File: src/rtl/latchnr_bank_ctrl.sv
// latchnr_bank_ctrl: write scheduler for a bank of negative-level latch words.
//
// Round-robin arbitration among NUM_REQ requesters onto one shared latch data bus.
// Each write runs SETUP (data stable, gate closed), OPEN (one gate low) and HOLD
// (gate closed, data held) phases, so at most one entry is ever transparent.
// A bank clear pulses every latch reset for OPEN_CYC cycles.
//
// Ports:
//   C         clock, rising edge
//   R         synchronous active-high reset (does not touch latch contents)
//   REQ       per-requester write request, level, held until GNT
//   ADDR      packed target entries, requester i at [i*AW +: AW]
//   WDATA     packed write data, requester i at [i*DW +: DW]
//   CLR       bank clear request, level, held until CLR_DONE
//   GNT       one-cycle completion pulse to the served requester
//   ERR       pulses with GNT when the served address is >= ENTRIES
//   CLR_DONE  one-cycle pulse when the clear completes
//   BUSY      high whenever the scheduler is not idle
//   VALID     per-entry written flag (only with LATCHNR_BANK_CTRL_VALID_EN)
//   LATCH_D   shared latch data bus
//   LATCH_G   per-entry gate, active-low
//   LATCH_R   per-entry latch reset, active-high
//
// Optional feature macro: LATCHNR_BANK_CTRL_VALID_EN adds the VALID output.
// All outputs are registered.
module latchnr_bank_ctrl #(
  parameter int unsigned NUM_REQ   = 4,
  parameter int unsigned ENTRIES   = 8,
  parameter int unsigned DW        = 8,
  parameter int unsigned AW        = 3,
  parameter int unsigned SETUP_CYC = 1,
  parameter int unsigned OPEN_CYC  = 1,
  parameter int unsigned HOLD_CYC  = 1
) (
  input  logic                  C,
  input  logic                  R,
  input  logic [NUM_REQ-1:0]    REQ,
  input  logic [NUM_REQ*AW-1:0] ADDR,
  input  logic [NUM_REQ*DW-1:0] WDATA,
  input  logic                  CLR,
  output logic [NUM_REQ-1:0]    GNT,
  output logic                  ERR,
  output logic                  CLR_DONE,
  output logic                  BUSY,
`ifdef LATCHNR_BANK_CTRL_VALID_EN
  output logic [ENTRIES-1:0]    VALID,
`endif
  output logic [DW-1:0]         LATCH_D,
  output logic [ENTRIES-1:0]    LATCH_G,
  output logic [ENTRIES-1:0]    LATCH_R
);

  localparam int unsigned PW = (NUM_REQ > 1) ? $clog2(NUM_REQ) : 1;

  typedef enum logic [2:0] {StIdle, StSetup, StOpen, StHold, StClear} state_e;

  state_e              state_q, state_d;
  logic [7:0]          cnt_q, cnt_d;
  logic [PW-1:0]       ptr_q, ptr_d;
  logic [PW-1:0]       gidx_q, gidx_d;
  logic [AW-1:0]       addr_q, addr_d;
  logic [DW-1:0]       data_q, data_d;
  logic [NUM_REQ-1:0]  gnt_q, gnt_d;
  logic                err_q, err_d;
  logic                clr_done_q, clr_done_d;
  logic                busy_q, busy_d;
  logic [ENTRIES-1:0]  gate_q, gate_d;
  logic [ENTRIES-1:0]  lrst_q, lrst_d;
  logic [ENTRIES-1:0]  valid_q, valid_d;

  logic [NUM_REQ-1:0]  req_m;
  logic                found;
  logic [PW-1:0]       pick;
  int unsigned         idx;
  logic                addr_err;

  // The requester being acknowledged this cycle is ignored so a held REQ is not re-served.
  assign req_m    = REQ & ~gnt_q;
  assign addr_err = (32'(addr_q) >= ENTRIES);

  // Round-robin: lowest index at or after the pointer, wrapping.
  always_comb begin
    found = 1'b0;
    pick  = '0;
    idx   = 0;
    for (int i = 0; i < NUM_REQ; i++) begin
      idx = (32'(ptr_q) + unsigned'(i)) % NUM_REQ;
      if (!found && req_m[idx]) begin
        found = 1'b1;
        pick  = PW'(idx);
      end
    end
  end

  always_comb begin
    state_d    = state_q;
    cnt_d      = cnt_q + 8'd1;
    ptr_d      = ptr_q;
    gidx_d     = gidx_q;
    addr_d     = addr_q;
    data_d     = data_q;
    gnt_d      = '0;
    err_d      = 1'b0;
    clr_done_d = 1'b0;
    valid_d    = valid_q;

    unique case (state_q)
      StIdle: begin
        // CLR is masked in the CLR_DONE cycle so a still-high level does not re-trigger.
        if (CLR && !clr_done_q) begin
          state_d = StClear;
          cnt_d   = 8'd0;
        end else if (found) begin
          state_d = StSetup;
          cnt_d   = 8'd0;
          gidx_d  = pick;
          addr_d  = ADDR[32'(pick)*AW +: AW];
          data_d  = WDATA[32'(pick)*DW +: DW];
        end
      end
      StSetup: begin
        if (cnt_q == 8'(SETUP_CYC - 1)) begin
          state_d = StOpen;
          cnt_d   = 8'd0;
        end
      end
      StOpen: begin
        if (cnt_q == 8'(OPEN_CYC - 1)) begin
          state_d = StHold;
          cnt_d   = 8'd0;
        end
      end
      StHold: begin
        if (cnt_q == 8'(HOLD_CYC - 1)) begin
          state_d        = StIdle;
          cnt_d          = 8'd0;
          gnt_d[gidx_q]  = 1'b1;
          err_d          = addr_err;
          ptr_d          = (32'(gidx_q) == NUM_REQ - 1) ? '0 : gidx_q + PW'(1);
          for (int e = 0; e < ENTRIES; e++) begin
            if (!addr_err && 32'(addr_q) == unsigned'(e)) valid_d[e] = 1'b1;
          end
        end
      end
      StClear: begin
        if (cnt_q == 8'(OPEN_CYC - 1)) begin
          state_d    = StIdle;
          cnt_d      = 8'd0;
          clr_done_d = 1'b1;
          valid_d    = '0;
        end
      end
      default: begin
        state_d = StIdle;
        cnt_d   = 8'd0;
      end
    endcase
  end

  // Outputs are decoded from the next state so they register alongside it.
  always_comb begin
    gate_d = '1;
    lrst_d = '0;
    busy_d = (state_d != StIdle);
    if (state_d == StOpen) begin
      for (int e = 0; e < ENTRIES; e++) begin
        if (32'(addr_d) == unsigned'(e)) gate_d[e] = 1'b0;
      end
    end
    if (state_d == StClear) lrst_d = '1;
  end

  always_ff @(posedge C) begin
    if (R) begin
      state_q    <= StIdle;
      cnt_q      <= 8'd0;
      ptr_q      <= '0;
      gidx_q     <= '0;
      addr_q     <= '0;
      data_q     <= '0;
      gnt_q      <= '0;
      err_q      <= 1'b0;
      clr_done_q <= 1'b0;
      busy_q     <= 1'b0;
      gate_q     <= '1;
      lrst_q     <= '0;
      valid_q    <= '0;
    end else begin
      state_q    <= state_d;
      cnt_q      <= cnt_d;
      ptr_q      <= ptr_d;
      gidx_q     <= gidx_d;
      addr_q     <= addr_d;
      data_q     <= data_d;
      gnt_q      <= gnt_d;
      err_q      <= err_d;
      clr_done_q <= clr_done_d;
      busy_q     <= busy_d;
      gate_q     <= gate_d;
      lrst_q     <= lrst_d;
      valid_q    <= valid_d;
    end
  end

  assign GNT      = gnt_q;
  assign ERR      = err_q;
  assign CLR_DONE = clr_done_q;
  assign BUSY     = busy_q;
  assign LATCH_D  = data_q;
  assign LATCH_G  = gate_q;
  assign LATCH_R  = lrst_q;

`ifdef LATCHNR_BANK_CTRL_VALID_EN
  assign VALID = valid_q;
`else
  logic unused_valid;
  assign unused_valid = ^valid_q;
`endif

endmodule

File: config.mk
export PLATFORM = sky130hd
export DESIGN_NAME = latchnr_bank_ctrl
export DESIGN_NICKNAME = d
export VERILOG_FILES = /design/src/rtl/latchnr_bank_ctrl.sv
export SDC_FILE = /design/constraint.sdc
export NUM_CORES = 1
export LEC_CHECK = 0
export CAP_MARGIN = 0
export CORE_UTILIZATION = 40
export DETAILED_ROUTE_END_ITERATION = 6
export GPL_TIMING_DRIVEN = 0
export HOLD_SLACK_MARGIN = 0.03
export PLACE_DENSITY_LB_ADDON = 0.1
export SLEW_MARGIN = 20
export SYNTH_ARGS = -nofsm -noshare
export SYNTH_HDL_FRONTEND = slang
export SYNTH_SLANG_ARGS = --single-unit
export TNS_END_PERCENT = 20
File: constraint.sdc
create_clock -name C -period 1.8 [get_ports C]
set_input_delay 0.27 -clock C [delete_from_list [all_inputs] [get_ports C]]
set_output_delay 0.27 -clock C [all_outputs]
set_load 0.05 [all_outputs]
-- After elaboration in Yosys (flattened, before gate mapping)
Index checks and enable logic that the tools add are counted.
- flip-flop bits (word level): 48
- input bits: 51
- add/subtract/negate cells: 5
- multipliers: 1
- order comparisons: 6
- equality and inequality tests: 14
- shifts and indexed selects: 2
- multiplexer cells: 42
- bitwise logic cells: 7
- reduce and logical (&&, ||, !) cells: 20
- operators by type and width (cell ; number):
    two-way mux 8 bit ; 4
    indexed part select 32 x 6 -> 8 bit ; 1
    two-way mux 3 bit ; 8
    equality test 3 bit (second input constant) ; 6
    two-way mux 1 bit ; 18
    case mux 8 bit (2 select lines) ; 1
    equality test 3 x 2 -> 1 bit (second input constant) ; 5
    < comparator 2 x 3 -> 1 bit (second input constant) ; 5
    case mux 3 bit (4 select lines) ; 1
    indexed part select 12 x 5 -> 3 bit ; 1
    two-way mux 2 bit ; 5
    adder 8 x 1 -> 8 bit (second input constant) ; 1
    binary-select mux 1 bit (select 2 bit) ; 4
    zero test 8 bit ; 1
    equality test 3 x 1 -> 1 bit (second input constant) ; 2
    zero test 3 bit ; 2
    OR reduction 2 bit ; 3
    logical AND 1 bit ; 5
    NOT 1 bit ; 5
    adder 2 x 1 -> 2 bit (second input constant) ; 2
    adder 2 bit (second input constant) ; 2
    bitwise AND 4 bit ; 1
    zero test 1 bit ; 4
    multiplier 2 x 2 -> 4 bit (second input constant) ; 1
    9 further kinds ; 9

-- Longest topological paths before layout
- depth after elaboration: 21
- depth in mapped cells: 8
- depth with buffers taken out: 8

-- Worst setup path before layout
Ideal clock, no wire load.
- path kind: flip-flop to flip-flop
- start point: register gnt_q[1], in the netlist GNT[1]
- end point: register gate_q[4], in the netlist LATCH_G[4]
- arrival time: 2259 ps
- setup slack: -586 ps
- stages on the path, launching flop included: 7
- buffers on the path: 0
- period minus slack after synthesis: 2386 ps
- cell sequence: dfxtp_1 > and2b_1 > o22ai_1 > o22a_1 > mux2_2 > o211a_1 > or3_1
- cells in the longest elaborated chain, start to end: 21
- elaborated cells between the ends (all ways): 37
- ends and longest elaborated chain (element ; line ; RTL):
    start, declared ; 63 ; logic [NUM_REQ-1:0] gnt_q, gnt_d;
    start signal, assigned ; 195 ; gnt_q <= gnt_d;
    NOT 4 bit * ; 78 ; assign req_m = REQ & ~gnt_q;
    bitwise AND 4 bit * ; 78 ;
    binary-select mux 1 bit (select 2 bit) ; 88 ; if (!found && req_m[idx]) begin
    two-way mux 1 bit (implied by the code) ; 88 ;
    two-way mux 1 bit ; 88 ;
    zero test 1 bit ; 88 ;
    logical AND 1 bit ; 88 ;
    two-way mux 1 bit ; 88 ;
    (+5 left out) ; - ;
    two-way mux 2 bit ; 88 ;
    multiplier 2 x 2 -> 4 bit ; 117 ; addr_d = ADDR[32'(pick)*AW +: AW];
    indexed part select 12 x 5 -> 3 bit ; 117 ;
    two-way mux 3 bit ; 113 ; end else if (found) begin
    two-way mux 3 bit ; 110 ; if (CLR && !clr_done_q) begin
    two-way mux 3 bit ; 107 ; unique case (state_q)
    equality test 3 bit ; 167 ; if (32'(addr_d) == unsigned'(e)) gate_d[e] = 1'b0;
    two-way mux 1 bit ; 167 ;
    end signal, assigned ; 199 ; gate_q <= gate_d;
    end, declared ; 67 ; logic [ENTRIES-1:0] gate_q, gate_d;
Mark *: on every way between the ends. The rest lies on a longest branch, timed or not. The select of a mux whose other input is x is not followed.
A chain may end at the register's enable or synchronous reset.

-- Worst setup path in the final report
- start point: input port REQ[0]
- end point: register gate_q[4], in the netlist LATCH_G[4]
- cells in the longest elaborated chain, start to end: 20
- elaborated cells between the ends (all ways): 36
- ends and longest elaborated chain (element ; line ; RTL):
    start, declared ; 37 ; input logic [NUM_REQ-1:0] REQ,
    bitwise AND 4 bit * ; 78 ;
    binary-select mux 1 bit (select 2 bit) ; 88 ;
    two-way mux 1 bit (implied by the code) ; 88 ;
    two-way mux 1 bit ; 88 ;
    zero test 1 bit ; 88 ;
    logical AND 1 bit ; 88 ;
    two-way mux 1 bit ; 88 ;
    zero test 1 bit ; 88 ;
    (+4 left out) ; - ;
    two-way mux 2 bit ; 88 ;
    multiplier 2 x 2 -> 4 bit ; 117 ;
    indexed part select 12 x 5 -> 3 bit ; 117 ;
    two-way mux 3 bit ; 113 ;
    two-way mux 3 bit ; 110 ;
    two-way mux 3 bit ; 107 ;
    equality test 3 bit ; 167 ;
    two-way mux 1 bit ; 167 ;
Marked as above.

==> run summary <==
status -> complete, but fails checks
failing checks -> negative setup slack
Max Cap Viol -> 0
Root Buffer -> clkbuf_8
num rows -> 26
reg2reg end -> LATCH_G[4]
die height -> 75.20 um
RR Startpoint -> GNT[1]
initial core utilization -> 41.70%
Final #Nets -> 389
worst hold slack -> 0.4580 ns
core area -> 5140 sq um
detailed-route via count -> 1953
Ports -> 82
met2 usage -> 34.73%
Yosys top cell by area -> dfxtp_1
post-route ant nets -> 0
Syn. warnings -> 0
post-synthesis cell count -> 227
wire per inst -> 13.33 um
initial antenna violation count -> 0
die area -> 5655 sq um
synthesized cell area -> 2143 sq um
switching share of power -> 31.50%
clk sinks -> 41
1st-pass router iterations -> 4
post-cts hold buffer count -> 0
grt met3 use -> 4.953%
Top Usage Layer GRT -> met2
hold path depth -> 1
vias in the first global route -> 1853
met1 usage in global routing -> 22.72%
leakage power -> 1.414 nW
number of CTS-inserted buffers -> 5
CTS tree -> built
CP max FO -> 5
Yosys reg bits -> 41
Die W -> 75.20 um
Avg Inst Size Synth -> 9.442 sq um
Rel. slew slack -> 64.20%
Max Clock Skew -> 0.002748 ns
r2r setup slk -> -0.25 ns
CP required -> 1.97 ns
VDD IR-drop max -> 0.4406 mV
Crit path arrival time -> 2.23 ns
Yosys cell types -> 46
max-slew violation total from the final report -> 0
DRT iter0 DRCs -> 71
GRT Resource Usage Total -> 19.35%
Hold WC Path Type -> reg2reg
Post-Route WL -> 5373 um
TNS Setup -> -3.029 ns
Mapped Nets -> 284
Critical Path End Type -> flip-flop
commonest non-fill, non-tap cells in the layout -> 68 x clkdlybuf4s50_1, 34 x dfxtp_1, 31 x buf_4
fillers -> 455
Reg clk slew, reported paths -> 0.08 ns
crit start category -> input port
worst slew pin tran -> 0.5353 ns
Hold Fails Final Rpt -> 0
ratio of cells with drive above 1 in the final layout -> 28.23%
Final GP Congestion -> 0.7355
Crit Path Class -> in2reg
Syn-to-layout area delta -> 63.51%
DP HPWL -> 3582 um
R2R cell count -> 6
Final Cycle Share -> 114.3%
RSZ-0062 raised after global routing -> yes
H-tree depth -> 2
Total Power -> 2.904 mW
final setup vio count -> 19
switching power total -> 915.0 uW
largest net degree at the start of global routing -> 14
Tmin final -> 2.058 ns
drt drc -> 0
Worst Hold Endpoint -> cnt_q[0]
main area contributors after synthesis -> dfxtp_1 38%, mux2i_1 9.8%, mux2_2 5.8%
Via density -> 4.846
first-pass GRT wire length -> 8266 um
Cell Int Power -> 1.989 mW
hold path startpoint -> cnt_q[0]
Port Buf Inserts -> 80
Fmax -> 0.4859 GHz
setup ws final -> -0.2579 ns
top-area cell type share of the netlist area -> 38.30%
Clk pwr share -> 27.6%
Seq pwr share -> 35.3%
PD cells -> 828.7 nW/um^2
Clock Tree Buf Depth -> 2
Skew-Pair Late Insertion Delay -> 0.29 ns
Combinational Power Share -> 37.1%
most common cell after layout, fill and taps aside -> clkdlybuf4s50_1
sequential share of the synthesized area -> 38.30%
Diodes inserted -> 0
grt ovf -> 0
## sequential cells by signal, indices dropped and copies added, names as in the netlist, 2 cells and up
| signal | count |
|---|---|
| LATCH_G | 8 |
| cnt_q | 8 |
| LATCH_D | 8 |
| GNT | 4 |
| gidx_q | 2 |
| state_q | 3 |
| addr_q | 3 |
| ptr_q | 2 |
## worst max-delay path: stages
cell             delay (ns)
clkdlybuf4s50_1        0.51
nand2b_1               0.14
o22ai_2                0.20
o22a_4                 0.21
mux2_4                 0.31
o211a_1                0.24
or3_1                  0.35
## what timing repair did
action | CTS | global route
setup endpoints to repair | 43 | 35
pin swaps | 14 | 12
resized for setup | 44 | 22
setup buffers | 13 | 5
## routing by layer
metal / part of all wire (%) / wire length, um / up-vias
met5: 0 / 0 / -
met4: 0.91 / 49 / 0
met3: 5.9 / 318 / 5
met2: 52 / 2777 / 58
met1: 41 / 2227 / 895
li1: - / - / 995
## layout make-up
class / instances / area [sq um] / share of cell area, %
plain buffers: 15 / 125.1 / 3.570
clock buffers: 6 / 93.84 / 2.678
clock inverters: 2 / 35.03 / 0.9996
inverters: 7 / 26.28 / 0.7497
multi-input cells: 164 / 1375 / 39.24
flip-flops and latches: 41 / 834.6 / 23.81
well taps: 70 / 87.58 / 2.499
repair buffers: 98 / 927.1 / 26.45
## synthesized netlist by cell type, drive strengths merged
library cell and count:
a22o 1, clkbuf 3, nor2b 7, o2111ai 2, o22a 1, a2bb2oi 1, and2b 3, ha 6
o221ai 2, o21bai 1, conb 1, nor2 22, o211ai 2, o2bb2ai 1, nor4 2, nor3b 2
o21ai 13, xor2 6, nand3b 11, nand3 10, nand2b 9, buf 12, and3 2, a22oi 1
o22ai 2, inv 7, mux2i 21, a21oi 2, and2 4, mux2 11, a311oi 1, nor4b 2
or3 5, o211a 2, dfxtp 41, nor3 3, xnor2 1, nand2 4
## how the worst max path moves through the flow
stage | cells past startpoint | endpoint | startpoint
global placement | 7 | LATCH_G[5] | REQ[1]
floorplan | 6 | LATCH_G[4] | GNT[3]
detailed placement | 7 | LATCH_G[5] | REQ[1]
global route | 7 | LATCH_G[0] | GNT[1]
finish | 7 | LATCH_G[4] | REQ[0]
CTS | 6 | LATCH_G[4] | GNT[3]
## per-stage QoR
step                      setup slack, ns  instances  area, sq um  utilization, %
after floorplan                   -0.3330        227         2157               -
after global placement            -0.9444        377         3045           59.25
after detailed placement          -0.8994        377         3045           59.25
after CTS                         -0.2633        398         3391           65.97
after global routing              -0.3393        403         3505           68.18
final                             -0.2579        403         3505           68.18
## logic make-up after synthesis
| logic type | share of synthesized area [%] |
|---|---|
| other | 0.1750 |
| multiplexers | 15.59 |
| XOR/XNOR | 2.861 |
| flip-flops | 38.30 |
| adder cells (fa/ha/maj) | 3.503 |
| AND/OR/NAND/NOR | 23.23 |
| buffers and inverters | 5.779 |
| AO/OA/AOI/OAI | 10.57 |
## power by group through the flow
stage / sequential, mW / combinational, mW / clock, mW
floorplan: 1.18 / 0.435 / 0
global placement: 1.04 / 0.874 / 0
detailed placement: 1.04 / 0.879 / 0
CTS: 1.02 / 1.02 / 0.820
global route: 1.03 / 1.15 / 0.860
finish: 1.02 / 1.08 / 0.803
(Power assumes the default switching activity.)
